<file path="config.mk">
export PLATFORM = sky130hd
export DESIGN_NAME = nx_stream_arbiter
export DESIGN_NICKNAME = d
export VERILOG_FILES = /design/src/rtl/nx_pkg.sv /design/src/rtl/nx_rr_picker.sv /design/src/rtl/nx_stream_arbiter.sv
export SDC_FILE = /design/constraint.sdc
export NUM_CORES = 1
export LEC_CHECK = 0
export ABC_AREA = 1
export BUFFER_PORTS_ARGS = -buffer_cell sky130_fd_sc_hd__buf_2
export CAP_MARGIN = 40
export CORE_MARGIN = 2
export CORE_UTILIZATION = 45
export CTS_CLUSTER_DIAMETER = 60
export DETAILED_ROUTE_END_ITERATION = 8
export PLACE_DENSITY = 0.85
export SLEW_MARGIN = 20
export SYNTH_ARGS = -nofsm -noshare
export SYNTH_HDL_FRONTEND = slang
export SYNTH_HIERARCHICAL = 1
export SYNTH_SLANG_ARGS = --single-unit
</file>
<file path="constraint.sdc">
create_clock -name clk_i -period 4.7 [get_ports clk_i]
set_clock_uncertainty 0.1 [all_clocks]
set_input_delay 0.47 -clock clk_i [delete_from_list [all_inputs] [get_ports clk_i]]
set_output_delay 0.47 -clock clk_i [all_outputs]
set_load 0.005 [all_outputs]
</file>
<file path="src/rtl/nx_pkg.sv">
// Shared node-level types and constants for the nx_node stream blocks.
package nx_pkg;

  localparam int NX_DIRECTIONS = 4;

  typedef enum logic [2:0] {
    NX_DIR_NORTH = 3'd0,
    NX_DIR_EAST,
    NX_DIR_SOUTH,
    NX_DIR_WEST,
    NX_DIR_LOCAL
  } nx_direction_t;

endpackage

</file>
<file path="src/rtl/nx_rr_picker.sv">
// Combinational rotating-priority picker: first set request at or after ptr,
// wrapping modulo N. Returns one-hot grant, its index and an any-request flag.
module nx_rr_picker
  import nx_pkg::*;
#(
  parameter int N = 5,
  parameter int W = $clog2(N)
) (
  input  logic [N-1:0] req,
  input  logic [W-1:0] ptr,
  output logic [N-1:0] gnt,
  output logic [W-1:0] idx,
  output logic         any
);

  int unsigned j;
  logic [W-1:0] jj;

  always_comb begin
    gnt = '0;
    idx = '0;
    any = 1'b0;
    j   = 0;
    jj  = '0;
    for (int unsigned i = 0; i < N; i++) begin
      j = 32'(ptr) + i;
      if (j >= N) j = j - N;
      jj = W'(j);
      if (!any && req[jj]) begin
        any     = 1'b1;
        gnt[jj] = 1'b1;
        idx     = jj;
      end
    end
  end

endmodule

</file>
<file path="src/rtl/nx_stream_arbiter.sv">
// Round-robin arbiter sharing one outbound stream among SOURCES requesters,
// with a single registered output stage. Optional: NX_ARB_DROP_COUNT_EN.
module nx_stream_arbiter
  import nx_pkg::*;
#(
  parameter int STREAM_WIDTH = 32,
  parameter int SOURCES      = 5,
  parameter int SRC_W        = $clog2(SOURCES)
) (
  input  logic                          clk_i,
  input  logic                          rst_i,
  input  logic [SOURCES*STREAM_WIDTH-1:0] in_data_i,
  input  logic [SOURCES-1:0]            in_valid_i,
  output logic [SOURCES-1:0]            in_ready_o,
  output logic [STREAM_WIDTH-1:0]       out_data_o,
  output logic                          out_valid_o,
  input  logic                          out_ready_i,
  input  logic                          out_present_i,
  output logic [SRC_W-1:0]              grant_o,
  output logic                          idle_o
`ifdef NX_ARB_DROP_COUNT_EN
  ,
  output logic [15:0]                   drop_count_o
`endif
);

  logic [SRC_W-1:0]        rr_ptr;
  logic [SRC_W-1:0]        rr_next;
  logic [SOURCES-1:0]      pick_gnt;
  logic [SRC_W-1:0]        pick;
  logic                    pick_any;
  logic                    can_load;
  logic                    accept;
  logic [STREAM_WIDTH-1:0] pick_data;

  nx_rr_picker #(
    .N (SOURCES),
    .W (SRC_W)
  ) u_picker (
    .req (in_valid_i),
    .ptr (rr_ptr),
    .gnt (pick_gnt),
    .idx (pick),
    .any (pick_any)
  );

  // An absent neighbour turns the port into a sink, so it can always load.
  assign can_load   = !out_present_i || !out_valid_o || out_ready_i;
  assign accept     = rst_i && can_load && pick_any;
  assign in_ready_o = accept ? pick_gnt : '0;
  assign pick_data  = in_data_i[32'(pick)*STREAM_WIDTH +: STREAM_WIDTH];
  assign rr_next    = (32'(pick) == SOURCES - 1) ? '0 : pick + SRC_W'(1);
  assign idle_o     = !(|in_valid_i) && !out_valid_o;

`ifdef NX_ARB_DROP_COUNT_EN
  logic [1:0]  drops;
  logic [16:0] drop_sum;

  assign drops    = 2'(accept && !out_present_i) + 2'(out_valid_o && !out_present_i);
  assign drop_sum = {1'b0, drop_count_o} + 17'(drops);
`endif

  always_ff @(posedge clk_i) begin
    if (!rst_i) begin
      out_valid_o <= 1'b0;
      out_data_o  <= '0;
      grant_o     <= '0;
      rr_ptr      <= '0;
`ifdef NX_ARB_DROP_COUNT_EN
      drop_count_o <= '0;
`endif
    end else begin
      if (accept) rr_ptr <= rr_next;
      if (!out_present_i) begin
        out_valid_o <= 1'b0;
      end else if (accept) begin
        out_valid_o <= 1'b1;
        out_data_o  <= pick_data;
        grant_o     <= pick;
      end else if (out_ready_i) begin
        out_valid_o <= 1'b0;
      end
`ifdef NX_ARB_DROP_COUNT_EN
      drop_count_o <= drop_sum[16] ? 16'hFFFF : drop_sum[15:0];
`endif
    end
  end

endmodule

</file>
==> impl_metrics.json, run 1 <==
{
  "status": "finished clean",
  "crit_buf_inv": 4,
  "grt_usage_pct": 24.9,
  "min_period_ns": 4.01,
  "cp-startpoint": "rr_ptr[1]",
  "ant_nets": 0,
  "post_cts_buffers": 0,
  "drive_above_1_share_pct": 22.9,
  "instances_no_fill": 1278,
  "root_buffer": "clkbuf_8",
  "syn_nets": 1137,
  "gr-total-overflow": 0,
  "rsz0062_at_grt": "false",
  "die_width_um": 108,
  "synth.cell_area_mm2": 0.00484,
  "clkLatencyLatePin_ns": 0.28,
  "grt_max_degree": 68,
  "die-area_mm2": 0.0116,
  "hold_violations": 0,
  "cp_max_fo": 17,
  "htreeDepth": 2,
  "drc": 0,
  "crit_chain": "ha_1, inv_1, fa_1, inv_1, nand2_1, a21oi_1, nor2_1, nand3b_1, nand3_1, nand4_2, nor2_4, nand2_1, nand3b_1, inv_1, buf_4, nand2_1, a21oi_1",
  "port_buffers": 210,
  "max_freq_mhz": 249,
  "drt-initial-drc-count": 379,
  "cts_buffer_depth": 2,
  "grt_pass1_wl_mm": 23.7,
  "crit_cells": 17,
  "vias": 6001,
  "clk_pin_slew_ns": 0.08,
  "nets": 1322,
  "synthToLayoutAreaGrowth_pct": 23.8,
  "die_h_um": 108,
  "ys_dominant_reg_cell": "dfxtp_1",
  "tightest_slew_ns": 0.747,
  "synthCells": 956,
  "endpoint": "out_data_o[2]",
  "cts_tree": "yes",
  "diodes": 0,
  "dpl.cell_count": 1270,
  "end_kind": "flop",
  "yosysSeqAreaShare_pct": 16.1,
  "synth.avg_cell_area_um2": 5.06,
  "routed_wirelength_mm": 15.0,
  "yosys.cell_types.count": 38,
  "hold_class": "reg -> reg",
  "place_hpwl_mm": 11.6,
  "period_share_pct": 85.3,
  "synth_edf_count": 0,
  "arrival_ns": 4.12,
  "reg2reg_from": "rr_ptr[1]",
  "gp_congestion": 0.984,
  "cp.required_ns": 4.81,
  "r2r_setup_slack_ns": 0.69,
  "drv_slew": 0,
  "initial_core_util_pct": 46.7,
  "async_flop_share_pct": 0,
  "ys.warnings.count": 6,
  "cp-start-kind": "flop",
  "dr.pass1.iters": 5,
  "antenna_found_initial": 0,
  "final_common_cell": "nand2_1",
  "reg2reg_depth": 17,
  "cts-resized-gates": 0,
  "tns_ns": 0,
  "timing.rr.end": "out_data_o[2]",
  "critical_path_class": "reg -> reg",
  "critPathTopFamily": "simple AND/OR/NAND/NOR gates",
  "synth.ff_latch_count": 39,
  "relSlewSlack_pct": 50.2,
  "wire_per_inst_um": 11.7,
  "max-cap-violations": 0,
  "cts_buffers": 5,
  "post_drt_via_cell_ratio": 4.70,
  "grt_pass1_vias": 5350,
  "pin_count": 211,
  "core.rowCount": 37,
  "numClockSinks": 39,
  "fill_cells": 1082,
  "cp_slowest_cell": "dfxtp_1",
  "core_area_mm2": 0.0104,
  "setup_viol": 0,
  "cts_hold_buf": 0,
  "mostFrequentLayoutCells": "333 x nand2_1, 221 x inv_1, 210 x buf_2",
  "slowest_delay_ns": 0.58
}
synth_stat cells (2+ instances only):
cell,n,area (µm²)
nand2_1,333,1250
inv_1,221,830
nand3_1,102,510
nor2_1,95,357
dfxtp_1,39,781
a21oi_1,37,185
buf_2,13,65.1
clkbuf_1,13,48.8
o21ai_0,13,65.1
ha_1,11,138
nand2_2,10,62.6
buf_6,9,101
inv_2,8,30.0
nand4_1,7,43.8
nand3_2,6,60.1
buf_1,4,15.0
nand3b_1,4,30.0
nor3_1,4,20.0
o21ai_1,3,15.0
o21ai_2,3,26.3
buf_4,2,15.0
nand3_4,2,35.0
o211ai_1,2,15.0
cell type report:
type	count	area, µm²	share of cell area, %
multi-input cells	645	2940	49.2
well taps	136	170	2.84
flip-flops and latches	39	781	13.0
inverters	231	868	14.5
repair buffers	219	1140	19.1
clock buffers	7	76.3	1.27
clock inverters	1	5.00	0.0836
sequential cells by signal, indices dropped and copies added (netlist names):
register	cells
out_data_o	32
out_valid_o	1
grant_o	3
rr_ptr	3
worst min-delay path by stage:
stage                             to  cells after the start  startpoint  slack (ns)
after floorplan           grant_o[0]                      2  grant_o[0]        0.36
after global placement    grant_o[0]                      2  grant_o[0]        0.36
after detailed placement  grant_o[0]                      2  grant_o[0]        0.36
after CTS                 grant_o[0]                      2  grant_o[0]        0.37
after global routing      grant_o[0]                      2  grant_o[0]        0.38
final                     grant_o[0]                      2  grant_o[0]        0.36
kinds of logic after synthesis:
group | count (synthesis) | share of synthesized area (%)
AO/OA/AOI/OAI | 61 | 6.83
XOR/XNOR | 3 | 0.698
adder cells (fa/ha/maj) | 12 | 3.26
buffers and inverters | 272 | 23.0
flip-flops | 39 | 16.1
AND/OR/NAND/NOR | 569 | 50.1
tightest hold or removal path: cells and delay by family (launching register included):
family	cells	cell delay, ns
flip-flops	1	0.31
AND/OR/NAND/NOR	1	0.06
AO/OA/AOI/OAI	1	0.05
metrics by stage:
stage,utilization (%),hold WS [ns],setup WS (ns),cell area [µm²]
4_1_cts,57.7,0.367,0.753,5990
6_report,57.7,0.363,0.691,5990
3_3_place_gp,57.0,0.357,0.804,5910
3_5_place_dp,57.0,0.356,0.770,5910
5_1_grt,57.7,0.384,0.319,5990
2_1_floorplan,-,0.358,1.32,4840
routing by layer:
metal  up-vias  GRT usage [%]  routed length (µm)
met1      2566           31.0                6500
li1       3179              -                   -
met3        24           4.60                1090
met4         0           7.05                 292
met2       232           43.6                7090
met5         -              0                   0
Power of run 1 is left out: the tool's default activity adds up to more than one toggle a clock period on the data nets, which glitch-free logic cannot reach.
==> run 2, diff against run 1 <==
PLACE_DENSITY = 0.79   (was 0.85)
SKIP_LAST_GASP = 1   (was not set)
==> impl_metrics.json, run 2 (same netlist as run 1, synthesis figures left out) <==
{
  "status": "finished clean",
  "slowest_delay_ns": 0.56,
  "powerDensity_mw_per_mm2": 941,
  "wire_per_inst_um": 11.5,
  "crit_buf_inv": 5,
  "grt_max_degree": 68,
  "relSlewSlack_pct": 48.7,
  "synthToLayoutAreaGrowth_pct": 23.6,
  "core.rowCount": 37,
  "core_area_mm2": 0.0104,
  "cp.required_ns": 4.77,
  "die-area_mm2": 0.0116,
  "final_common_cell": "nand2_1",
  "reg2reg_from": "rr_ptr[0]",
  "crit_cells": 20,
  "grt_pass1_wl_mm": 22.9,
  "cp_max_fo": 67,
  "die_h_um": 108,
  "finish.utilization_pct": 57.7,
  "numClockSinks": 39,
  "min_period_ns": 4.13,
  "post_drt_via_cell_ratio": 4.64,
  "setup_slack_ns": 0.572,
  "nets": 1322,
  "drive_above_1_share_pct": 22.9,
  "htreeDepth": 2,
  "cts_buffer_depth": 2,
  "power_frac_seq_pct": 9.2,
  "critPathTopFamily": "simple AND/OR/NAND/NOR gates",
  "largest_register": "out_data_o",
  "root_buffer": "clkbuf_8",
  "cp-startpoint": "rr_ptr[0]",
  "gr-total-overflow": 0,
  "clk_pin_slew_ns": 0.08,
  "arrival_ns": 4.19,
  "timing.rr.end": "rr_ptr[2]",
  "drc": 0,
  "drt-initial-drc-count": 265,
  "pre_cts_slack_ns": 0.689,
  "antenna_found_initial": 0,
  "grt_pass1_vias": 5020,
  "r2r_setup_slack_ns": 0.57,
  "p_clk_share_pct": 4.1,
  "dr.pass1.iters": 4,
  "die_width_um": 108,
  "diodes": 0,
  "cts_tree": "yes",
  "endpoint": "rr_ptr[2]",
  "initial_core_util_pct": 46.7,
  "period_share_pct": 87.8,
  "tns_ns": 0,
  "ant_nets": 0,
  "cts_buffers": 5,
  "hold_violations": 0,
  "internal-power_mw": 2.16,
  "mostFrequentLayoutCells": "333 x nand2_1, 221 x inv_1, 210 x buf_2",
  "largestRegisters": "out_data_o x32, grant_o x3, rr_ptr x3",
  "cp-start-kind": "flop",
  "pwr-share-comb_pct": 86.8,
  "reg2reg_depth": 20,
  "crit_chain": "buf_4, inv_2, ha_1, inv_1, fa_1, inv_1, nand2_1, o21ai_0, nor2_1, nand3_1, nand2_1, nor2_1, nand4_1, nand3_1, nand3b_1, buf_4, ha_1, o21ai_0, o21ai_0, o21ai_1",
  "hold_class": "reg -> reg",
  "cts_hold_buf": 0,
  "cts-resized-gates": 0,
  "vias": 5935,
  "grt_usage_pct": 24.1,
  "routed_wirelength_mm": 14.7,
  "setup_viol": 0,
  "critPathMostFrequentCell": "o21ai_0",
  "p_leak_nw": 4.00,
  "cp_slowest_cell": "buf_4",
  "largest_reg_flops": 32,
  "clkLatencyLatePin_ns": 0.29,
  "post_cts_buffers": 0,
  "max_freq_mhz": 242,
  "critical_path_class": "reg -> reg",
  "p_sw_share_pct": 61.6,
  "drv_slew": 0,
  "end_kind": "flop",
  "gp_congestion": 0.951,
  "port_buffers": 210,
  "tightest_slew_ns": 0.769,
  "place_hpwl_mm": 11.2,
  "ir_drop_mv": 0.555,
  "pin_count": 211,
  "switchingPower_mw": 3.47,
  "rsz0062_at_grt": "false",
  "max-cap-violations": 0
}
==> run 2: cell types whose count changed in the layout (fill, tap and decap cells not counted) <==
cell	before	now
buf_12	2	1
buf_4	7	8
clkbuf_1	2	1
clkinvlp_4	0	1
==> run 2: per-stage QoR <==
step	hold slack, ns	std cells	power (mW)	area [µm²]
4_1_cts	0.373	1278	5.65	5980
5_1_grt	0.396	1278	6.34	5980
6_report	0.374	1278	5.63	5980
3_5_place_dp	0.363	1270	5.40	5890
3_3_place_gp	0.357	1270	5.37	5890
2_1_floorplan	0.358	956	4.50	4840
==> run 2: power groups by stage <==
stage / Clock [mW] / Combinational (mW) / Sequential [mW]
after CTS: 0.239 / 4.90 / 0.516
final: 0.229 / 4.88 / 0.516
after global placement: 0 / 4.85 / 0.518
after detailed placement: 0 / 4.88 / 0.521
after floorplan: 0 / 3.98 / 0.529
after global routing: 0.255 / 5.55 / 0.531
==> run 2: layout make-up <==
class                   count  area, µm²
flip-flops and latches     39        781
clock inverters             2       12.5
inverters                 231        868
clock buffers               6       72.6
repair buffers            219       1130
multi-input cells         645       2940
well taps                 136        170
fillers                  1108       4390
==> run 2: worst register-to-register path, cell delays in order (launching register included) <==
cell,delay [ns]
dfxtp_1,0.30
buf_4,0.18
inv_2,0.15
ha_1,0.16
inv_1,0.05
fa_1,0.37
inv_1,0.09
nand2_1,0.14
o21ai_0,0.37
nor2_1,0.14
nand3_1,0.12
nand2_1,0.06
nor2_1,0.19
nand4_1,0.19
nand3_1,0.14
nand3b_1,0.14
buf_4,0.56
ha_1,0.30
o21ai_0,0.07
o21ai_0,0.11
o21ai_1,0.07
==> run 2: routing by layer <==
metal	global-route usage [%]	up-vias	routed length [µm]
li1	-	3182	-
met1	30.5	2517	6220
met2	42.8	222	7190
met3	3.75	14	1100
met4	5.31	0	170
met5	0	-	0
==> run 2: how the worst min path moves through the flow <==
stage / slack [ns] / endpoint / cells after the start / startpoint
final: 0.37 / grant_o[2] / 2 / grant_o[2]
after global routing: 0.40 / out_valid_o / 4 / out_ready_i
after CTS: 0.37 / grant_o[2] / 2 / grant_o[2]
after detailed placement: 0.36 / grant_o[2] / 2 / grant_o[2]
after global placement: 0.36 / grant_o[0] / 2 / grant_o[0]
after floorplan: 0.36 / grant_o[0] / 2 / grant_o[0]
Power figures use the tool's default switching activity.
==> run 3, diff against run 2 <==
--- a/config.mk
+++ b/config.mk
@@ -8,3 +8,2 @@
 export ABC_AREA = 1
-export BUFFER_PORTS_ARGS = -buffer_cell sky130_fd_sc_hd__buf_2
 export CAP_MARGIN = 40
@@ -14,3 +13,4 @@
 export DETAILED_ROUTE_END_ITERATION = 8
-export PLACE_DENSITY = 0.79
+export DONT_BUFFER_PORTS = 1
+export PLACE_DENSITY = 0.63
 export SKIP_LAST_GASP = 1
==> constraint.sdc (replaced) <==
create_clock -name clk_i -period 4.7 [get_ports clk_i]
set_clock_uncertainty 0.1 [all_clocks]
set_input_delay 0 -clock clk_i [delete_from_list [all_inputs] [get_ports clk_i]]
set_output_delay 0 -clock clk_i [all_outputs]
set_load 0.1 [all_outputs]
==> impl_metrics.json, run 3 (same netlist as run 1, synthesis figures left out) <==
{
  "status": "finished clean",
  "core_area_mm2": 0.0104,
  "hold_violations": 0,
  "whs_ns": 0.0512,
  "cts_buffer_depth": 2,
  "reg2reg_depth": 21,
  "root_buffer": "clkbuf_8",
  "drv_slew": 0,
  "synthToLayoutAreaGrowth_pct": 36.5,
  "pin_count": 211,
  "initial_core_util_pct": 46.7,
  "antenna_found_initial": 0,
  "grt_usage_pct": 27.1,
  "mostFrequentLayoutCells": "333 x nand2_1, 220 x inv_1, 101 x nand3_1",
  "end_kind": "flop",
  "gr-total-overflow": 0,
  "cts_tree": "yes",
  "clkLatencyLatePin_ns": 0.31,
  "nets": 1230,
  "die-area_mm2": 0.0116,
  "min_period_ns": 4.36,
  "tightest_slew_ns": 0.602,
  "diodes": 0,
  "numClockSinks": 39,
  "ant_nets": 0,
  "max-cap-violations": 0,
  "cp-start-kind": "flop",
  "clk_pin_slew_ns": 0.10,
  "tns_ns": 0,
  "grt_max_degree": 68,
  "max_freq_mhz": 230,
  "cts_buffers": 5,
  "wire_per_inst_um": 13.4,
  "largest_register": "out_data_o",
  "port_buffers": 0,
  "die_width_um": 108,
  "grt_pass1_wl_mm": 25.6,
  "instances_no_fill": 1186,
  "post_drt_via_cell_ratio": 4.92,
  "core.rowCount": 37,
  "die_h_um": 108,
  "place_hpwl_mm": 10.6,
  "drive_above_1_share_pct": 10.4,
  "worstHoldPathCells": 3,
  "drc": 0,
  "gp_congestion": 0.914,
  "grt_pass1_vias": 5603,
  "setup_viol": 0,
  "critical_path_class": "reg -> reg",
  "dpl.cell_count": 1102,
  "cp.required_ns": 4.85,
  "final_common_cell": "nand2_1",
  "largest_reg_flops": 32,
  "drt-initial-drc-count": 387,
  "largestRegisters": "out_data_o x32, grant_o x3, rr_ptr x3",
  "hold_class": "in -> reg",
  "arrival_ns": 4.51,
  "htreeDepth": 2,
  "relSlewSlack_pct": 59.9,
  "vias": 5837,
  "routed_wirelength_mm": 15.8,
  "cp_max_fo": 24,
  "period_share_pct": 92.7,
  "dr.pass1.iters": 5
}
-- run 3: changes by cell type in the layout (fill, tap and decap cells not counted), sizes merged --
| cell | previous run | this run |
|---|---|---|
| buf | 219 | 56 |
| dlygate4sd3 | 0 | 71 |
| bufinv | 0 | 1 |
| clkbuf | 6 | 5 |
| clkinv | 3 | 2 |
| clkinvlp | 1 | 2 |
-- run 3: per-layer routing --
metal	GRT usage [%]	vias to the layer above	wire length (µm)
met1	32.4	2575	6620
met2	48.3	228	7830
met5	0	-	0
met4	9.52	0	413
li1	-	3000	-
met3	4.72	34	965
-- run 3: final cells by class --
class | count | area, µm²
fill | 982 | 3770
multi-input combinational | 645 | 2970
timing repair buffer | 127 | 1690
clock inverter | 3 | 46.3
inverter | 231 | 875
sequential | 39 | 782
tap | 136 | 170
clock buffer | 5 | 68.8
-- run 3: what timing repair did --
| action | in CTS | in global routing |
|---|---|---|
| hold endpoints to repair | 39 | 0 |
| hold buffers | 72 | 0 |
| gates resized for setup | 0 | 8 |
| endpoints found under the setup margin | 0 | 33 |
| buffers inserted | 0 | 4 |
-- run 3: final timing paths --
path	start	slack, ns	to
setup / recovery	rr_ptr[1]	0.34	out_data_o[7]
hold / removal	out_present_i	0.05	rr_ptr[2]
setup reg to reg	rr_ptr[1]	0.34	out_data_o[7]
hold reg to reg	grant_o[0]	0.40	grant_o[0]
-- run 3: per-stage QoR --
step | instance area [µm²] | setup slack [ns] | utilization [%]
2_1_floorplan | 4840 | 0.993 | -
3_3_place_gp | 4900 | 0.703 | 47.2
3_5_place_dp | 5700 | 0.619 | 55.0
4_1_cts | 6550 | 0.0527 | 63.2
5_1_grt | 6600 | -0.00775 | 63.7
6_report | 6600 | 0.343 | 63.7
-- run 3: worst max-delay path, stage by stage (launching register included) --
cell,delay (ns)
dfxtp_2,0.46
ha_1,0.19
inv_1,0.05
fa_1,0.39
inv_1,0.10
nand2_1,0.17
nand2_1,0.11
o21ai_1,0.10
nor2_1,0.18
nand3_1,0.11
nand2_1,0.08
nor2_1,0.06
nand4_1,0.13
nand3_1,0.11
nand3b_1,0.24
inv_4,0.26
nand3_4,0.25
buf_4,0.29
nor2_1,0.14
nor2_1,0.07
a21oi_1,0.15
dlygate4sd3_1,0.55
Power of run 3 is left out for the same reason.
